### src/rtl/uart_frame_decoder.sv
// uart_frame_decoder
//   Frames the UART receiver's byte strobes: SOF, LEN, LEN payload bytes, CHK.
//   A frame is good when (LEN + sum(payload) + CHK) wraps to zero in 8 bits.
//   Good payloads are buffered and replayed over a valid/ready stream only
//   after the checksum passes; bad, stalled or overrunning frames are dropped.
// Ports
//   CLK, reset          clock, synchronous active-high reset
//   rx_data, rx_valid   byte from the UART receiver (one-cycle strobe)
//   out_data/valid/last payload stream, out_ready is the downstream accept
//   frame_ok, frame_err one-cycle result pulses; err_code holds last reason
//                       (01 bad LEN, 10 checksum, 11 inter-byte timeout)
//   led_q               first payload byte of the most recent good frame
//   rx_overrun          sticky: a byte arrived while draining and was dropped
//   busy                high whenever a frame is in progress or draining
module uart_frame_decoder #(
  parameter int         MAX_LEN     = 8,
  parameter int         TIMEOUT_CYC = 40000,
  parameter logic [7:0] SOF         = 8'h7E
) (
  input  logic       CLK,
  input  logic       reset,
  input  logic [7:0] rx_data,
  input  logic       rx_valid,
  output logic [7:0] out_data,
  output logic       out_valid,
  input  logic       out_ready,
  output logic       out_last,
  output logic       frame_ok,
  output logic       frame_err,
  output logic [1:0] err_code,
  output logic [7:0] led_q,
  output logic       rx_overrun,
  output logic       busy
);
  localparam int LW = $clog2(MAX_LEN + 1);
  localparam int IW = (MAX_LEN > 1) ? $clog2(MAX_LEN) : 1;
  localparam int TW = $clog2(TIMEOUT_CYC);

  typedef enum logic [2:0] {S_IDLE, S_LEN, S_PAYLOAD, S_CHK, S_DRAIN} state_t;

  state_t         r_state;
  logic [7:0]     r_buf [MAX_LEN];
  logic [LW-1:0]  r_len;
  logic [IW-1:0]  r_idx;
  logic [IW-1:0]  r_rd_idx;
  logic [7:0]     r_acc;
  logic [TW-1:0]  r_tcnt;
  logic [7:0]     r_out_data, r_led_q;
  logic           r_out_valid, r_out_last, r_frame_ok, r_frame_err, r_rx_overrun;
  logic [1:0]     r_err_code;

  logic [7:0]     w_sum;
  logic [IW-1:0]  w_rd_nxt;
  logic           w_wr_last, w_active, w_timeout, w_bad_len;

  assign w_sum     = r_acc + rx_data;
  assign w_rd_nxt  = r_rd_idx + 1'b1;
  assign w_wr_last = (LW'(r_idx) == r_len - LW'(1));
  assign w_bad_len = (rx_data == 8'd0) || (rx_data > 8'(MAX_LEN));
  assign w_active  = (r_state == S_LEN) || (r_state == S_PAYLOAD) || (r_state == S_CHK);
  // Counter is 0 in the first cycle after a byte, so hitting TIMEOUT_CYC-2
  // here puts frame_err exactly TIMEOUT_CYC cycles after that byte's strobe.
  // A byte in the same cycle always wins over the timeout.
  assign w_timeout = w_active && !rx_valid && (r_tcnt == TW'(TIMEOUT_CYC - 2));

  // Payload storage carries no reset; stale contents are never presented.
  always_ff @(posedge CLK) begin
    if (!reset && r_state == S_PAYLOAD && rx_valid) r_buf[r_idx] <= rx_data;
  end

  always_ff @(posedge CLK) begin
    if (reset) begin
      r_state      <= S_IDLE;
      r_len        <= '0;
      r_idx        <= '0;
      r_rd_idx     <= '0;
      r_acc        <= '0;
      r_tcnt       <= '0;
      r_out_data   <= '0;
      r_out_valid  <= 1'b0;
      r_out_last   <= 1'b0;
      r_frame_ok   <= 1'b0;
      r_frame_err  <= 1'b0;
      r_err_code   <= 2'b00;
      r_led_q      <= '0;
      r_rx_overrun <= 1'b0;
    end else begin
      r_frame_ok  <= 1'b0;
      r_frame_err <= 1'b0;
      if (w_active) r_tcnt <= rx_valid ? '0 : r_tcnt + 1'b1;
      else          r_tcnt <= '0;

      case (r_state)
        S_IDLE: if (rx_valid && rx_data == SOF) r_state <= S_LEN;
        S_LEN: if (rx_valid) begin
          if (w_bad_len) begin
            r_frame_err <= 1'b1;
            r_err_code  <= 2'b01;
            r_state     <= S_IDLE;
          end else begin
            r_len   <= rx_data[LW-1:0];
            r_acc   <= rx_data;
            r_idx   <= '0;
            r_state <= S_PAYLOAD;
          end
        end
        S_PAYLOAD: if (rx_valid) begin
          r_acc <= w_sum;
          r_idx <= r_idx + 1'b1;
          if (w_wr_last) r_state <= S_CHK;
        end
        S_CHK: if (rx_valid) begin
          if (w_sum == 8'h00) begin
            r_frame_ok  <= 1'b1;
            r_led_q     <= r_buf[0];
            r_out_valid <= 1'b1;
            r_out_data  <= r_buf[0];
            r_out_last  <= (r_len == LW'(1));
            r_rd_idx    <= '0;
            r_state     <= S_DRAIN;
          end else begin
            r_frame_err <= 1'b1;
            r_err_code  <= 2'b10;
            r_state     <= S_IDLE;
          end
        end
        S_DRAIN: begin
          // No resync while draining: every strobe here is lost.
          if (rx_valid) r_rx_overrun <= 1'b1;
          if (r_out_valid && out_ready) begin
            if (r_out_last) begin
              r_out_valid <= 1'b0;
              r_out_last  <= 1'b0;
              r_state     <= S_IDLE;
            end else begin
              r_rd_idx   <= w_rd_nxt;
              r_out_data <= r_buf[w_rd_nxt];
              r_out_last <= (LW'(w_rd_nxt) == r_len - LW'(1));
            end
          end
        end
        default: r_state <= S_IDLE;
      endcase

      if (w_timeout) begin
        r_frame_err <= 1'b1;
        r_err_code  <= 2'b11;
        r_state     <= S_IDLE;
      end
    end
  end

  assign out_data   = r_out_data;
  assign out_valid  = r_out_valid;
  assign out_last   = r_out_last;
  assign frame_ok   = r_frame_ok;
  assign frame_err  = r_frame_err;
  assign err_code   = r_err_code;
  assign led_q      = r_led_q;
  assign rx_overrun = r_rx_overrun;
  assign busy       = (r_state != S_IDLE);
endmodule

### config.mk
export PLATFORM = sky130hd
export DESIGN_NAME = uart_frame_decoder
export DESIGN_NICKNAME = d
export VERILOG_FILES = /design/src/rtl/uart_frame_decoder.sv
export SDC_FILE = /design/constraint.sdc
export NUM_CORES = 1
export LEC_CHECK = 0
export CAP_MARGIN = 20
export CORE_MARGIN = 1
export CORE_UTILIZATION = 45
export DETAILED_ROUTE_END_ITERATION = 10
export HOLD_SLACK_MARGIN = 0.15
export PLACE_DENSITY = 0.68
export SETUP_SLACK_MARGIN = 0.3
export SYNTH_ARGS = -nofsm -noshare
export SYNTH_HDL_FRONTEND = slang
export SYNTH_SLANG_ARGS = --single-unit
### constraint.sdc
create_clock -name CLK -period 3.2 [get_ports CLK]
set_input_delay 0.64 -clock CLK [delete_from_list [all_inputs] [get_ports CLK]]
set_output_delay 0.64 -clock CLK [all_outputs]
set_load 0.1 [all_outputs]
==> impl_metrics.tcl <==
set metrics [dict create \
    antenna_found_initial 0 \
    grt_pass1_vias 4195 \
    postSynthAreaPerCell_sq_um 11.5 \
    h-tree-depth 4 \
    firstDrtPassIters 4 \
    crit_path_top_delay_cell "clkdlybuf4s50_1" \
    tritoncts "built" \
    wire_per_inst_um 18.1 \
    drt_wl_total_mm 13.6 \
    cts_inserted_buffers 17 \
    critPathLaunchType "primary input" \
    area_growth_syn_to_layout_pct 25.4 \
    clk_pin_slew_ns 0.06 \
    gr-total-overflow 0 \
    ys_seq_area_share_pct 54.8 \
    max-cap-violations 0 \
    start_util_pct 46.9 \
    leakage_nw 2.59 \
    min_from "r_tcnt[0]" \
    hold_path.class "register to register" \
    path_cells "clkdlybuf4s50_1 -> buf_4 -> ha_1 -> o21a_1 -> or3_1 -> a21boi_1 -> and3_1 -> a21oi_4 -> buf_12 -> mux2i_2" \
    drtIter0Drc 208 \
    timing.rr.start "r_acc[0]" \
    synth_common_cells "64 x edfxtp_1, 60 x dfxtp_1, 45 x nand2_1" \
    drcViolationCount 0 \
    syn_nets 520 \
    worstPathRequired_ns 3.49 \
    die_y_um 115 \
    coreArea_sq_um 12200 \
    slew_violations 0 \
    r2r_end "out_data[7]" \
    async_flop_share_pct 0 \
    yosysWarnings 0 \
    n_antenna_cell 0 \
    via_count 4168 \
    fillers 1034 \
    worstSkewPairLatency_ns 0.42 \
    worstMarginPinSlew_ns 0.865 \
    layout_min_cycle_time_ns 2.81 \
    slowest_delay_ns 0.41 \
    rsz0062_at_grt "no" \
    fin_area_sq_um 7150 \
    regArea_sq_um 3120 \
    arrival_ns 3.11 \
    ys_ff_latch 124 \
    post_dp_cell_area_sq_um 6450 \
    finalPower_mw 3.84 \
    fmax_mhz 355 \
    die_w_um 115 \
    drive_gt1_share_pct 23.0 \
    ys_types 59 \
    status "complete, no violations" \
    yosys.area.top_type "edfxtp_1" \
    ir_drop_mv 0.393 \
    clockRootBuffer "clkbuf_16" \
    fp.dieArea_sq_um 13100 \
    ant_nets 0 \
    dp_hpwl_mm 9.43 \
    dp_slack_ns -0.302 \
    ys.flop_type "edfxtp_1" \
    holdPathStages 1 \
    gp_congestion 0.843 \
    ios 36 \
    fin_skew_ns 0.00672 \
    grt_pass1_wl_mm 21.6 \
    synth_most_common_cell "edfxtp_1" \
    cp_max_fo 8 \
    multi_input_area_sq_um 2470 \
    synth_top_area_share_pct 33.7 \
    critical_path_class "primary input to register" \
    clkSinkCount 124 \
    min_period_over_period_pct 87.9 \
    grt_usage_pct 22.5 \
    powerDensity_nw_per_um2 538 \
    crit_path_end_kind "register" \
    hold_violations 0 \
    syn_inst 494 \
    fin_ws_ns 0.386 \
    nets 596 \
    synth_edf_count 64 \
    max_slew_margin_pct 42.4 \
    grt_start_max_net_pins 31 \
    r2r_cells 10 \
    synthTopCellsByArea "edfxtp_1 34%, dfxtp_1 21%, mux4_2 6.3%, mux2i_1 3.3%, nand2_1 3.0%" \
    num_rows 40 \
    clockBufferDepth 2 \
    finalSetupViolCount 0 \
    hold_path_end "r_tcnt[0]" \
    r2r_slack_ns 0.60 \
    synthesis.area_sq_um 5700 \
    numPortBuffers 35 \
    viasPerCell 5.55 \
]
==> metrics by stage <==
step                TNS (ns)  instances  utilization [%]  hold slack, ns
detailed placement     -5.64        719             53.0           0.452
floorplan                  0        494                -           0.426
CTS                        0        751             58.6           0.464
global placement       -3.56        719             53.0           0.435
finish                     0        751             58.8           0.458
global route               0        751             58.8           0.487
==> cell type report <==
cell class,count,area share (%)
sequential,124,43.7
multi-input combinational,334,34.6
timing repair buffer,82,9.35
clock buffer,19,6.20
tap,168,2.94
clock inverter,13,2.66
inverter,11,0.578
==> layout by cell type (no fill, tap or decap), types with 3 or more instances in the layout <==
| master | n |
|---|---|
| a211oi_1 | 6 |
| a21o_1 | 5 |
| a21oi_1 | 30 |
| a31oi_1 | 3 |
| and2_1 | 3 |
| and3_1 | 8 |
| buf_4 | 68 |
| bufinv_16 | 4 |
| clkbuf_16 | 17 |
| clkdlybuf4s50_1 | 9 |
| clkinv_4 | 4 |
| dfxtp_1 | 60 |
| edfxtp_1 | 64 |
| ha_1 | 12 |
| inv_1 | 11 |
| mux2i_1 | 18 |
| mux4_2 | 16 |
| nand2_1 | 45 |
| nand2b_1 | 5 |
| nand3_1 | 29 |
| nand4_1 | 7 |
| nor2_1 | 34 |
| nor3_1 | 8 |
| nor3b_1 | 3 |
| nor4_1 | 4 |
| o211ai_1 | 10 |
| o21ai_0 | 12 |
| or3_1 | 8 |
| xnor2_1 | 14 |
| xor2_1 | 14 |
==> critical path: cells and delay by family <==
kind                     cells  cell delay (ns)
buffers and inverters        3             0.76
AND/OR/NAND/NOR              2             0.63
AO/OA/AOI/OAI                3             0.50
adder cells (fa/ha/maj)      1             0.41
multiplexers                 1             0.15
==> registers in the layout, summed over array words and instances (netlist names), 3 cells and up <==
signal and flops:
led_q 8, out_data 8, r_acc 8, r_buf 64, r_idx 3, r_len 4, r_rd_idx 3, r_state 3
r_tcnt 16
==> repair_timing <==
item                       4_1_cts  5_1_grt
setup endpoints to repair       25       20
resized for setup                8        8
pin swaps                        3        7
hold buffers                     0        0
buffers inserted                 0        0
hold endpoints to repair         0        0
==> report_power, final <==
part,internal (mW),switching (mW),leakage [nW],total (mW)
clock network,1.33,0.727,0.308,2.06
registers,1.67,0.0000808,1.06,1.67
logic,0.0457,0.0721,1.22,0.118
==> logic make-up after synthesis <==
logic type,count (synthesis),share of synthesized area (%)
buf+inv,36,2.81
flops,124,54.8
xor+xnor,28,4.30
compound gates,86,9.85
mux,36,9.85
fa+ha+maj,14,3.20
simple gates,170,15.2
==> routing by layer <==
| layer | share of wire, % | global-route usage [%] | wire length, um | vias up |
|---|---|---|---|---|
| li1 | - | - | - | 1989 |
| met1 | 45 | 28.1 | 6070 | 2068 |
| met2 | 49 | 38.0 | 6730 | 88 |
| met3 | 4.1 | 5.13 | 558 | 23 |
| met4 | 1.8 | 8.48 | 249 | 0 |
| met5 | 0 | 0 | 0 | - |
==> how the worst max path moves through the flow <==
| stage | cells past startpoint | end | start |
|---|---|---|---|
| finish | 10 | out_data[7] | rx_data[5] |
| detailed placement | 10 | err_code[1] | rx_data[0] |
| global route | 10 | out_last | rx_data[5] |
| floorplan | 11 | r_rd_idx[2] | rx_data[0] |
| global placement | 10 | err_code[1] | rx_data[0] |
| CTS | 11 | out_data[7] | rx_data[0] |
(Power assumes the default switching activity.)
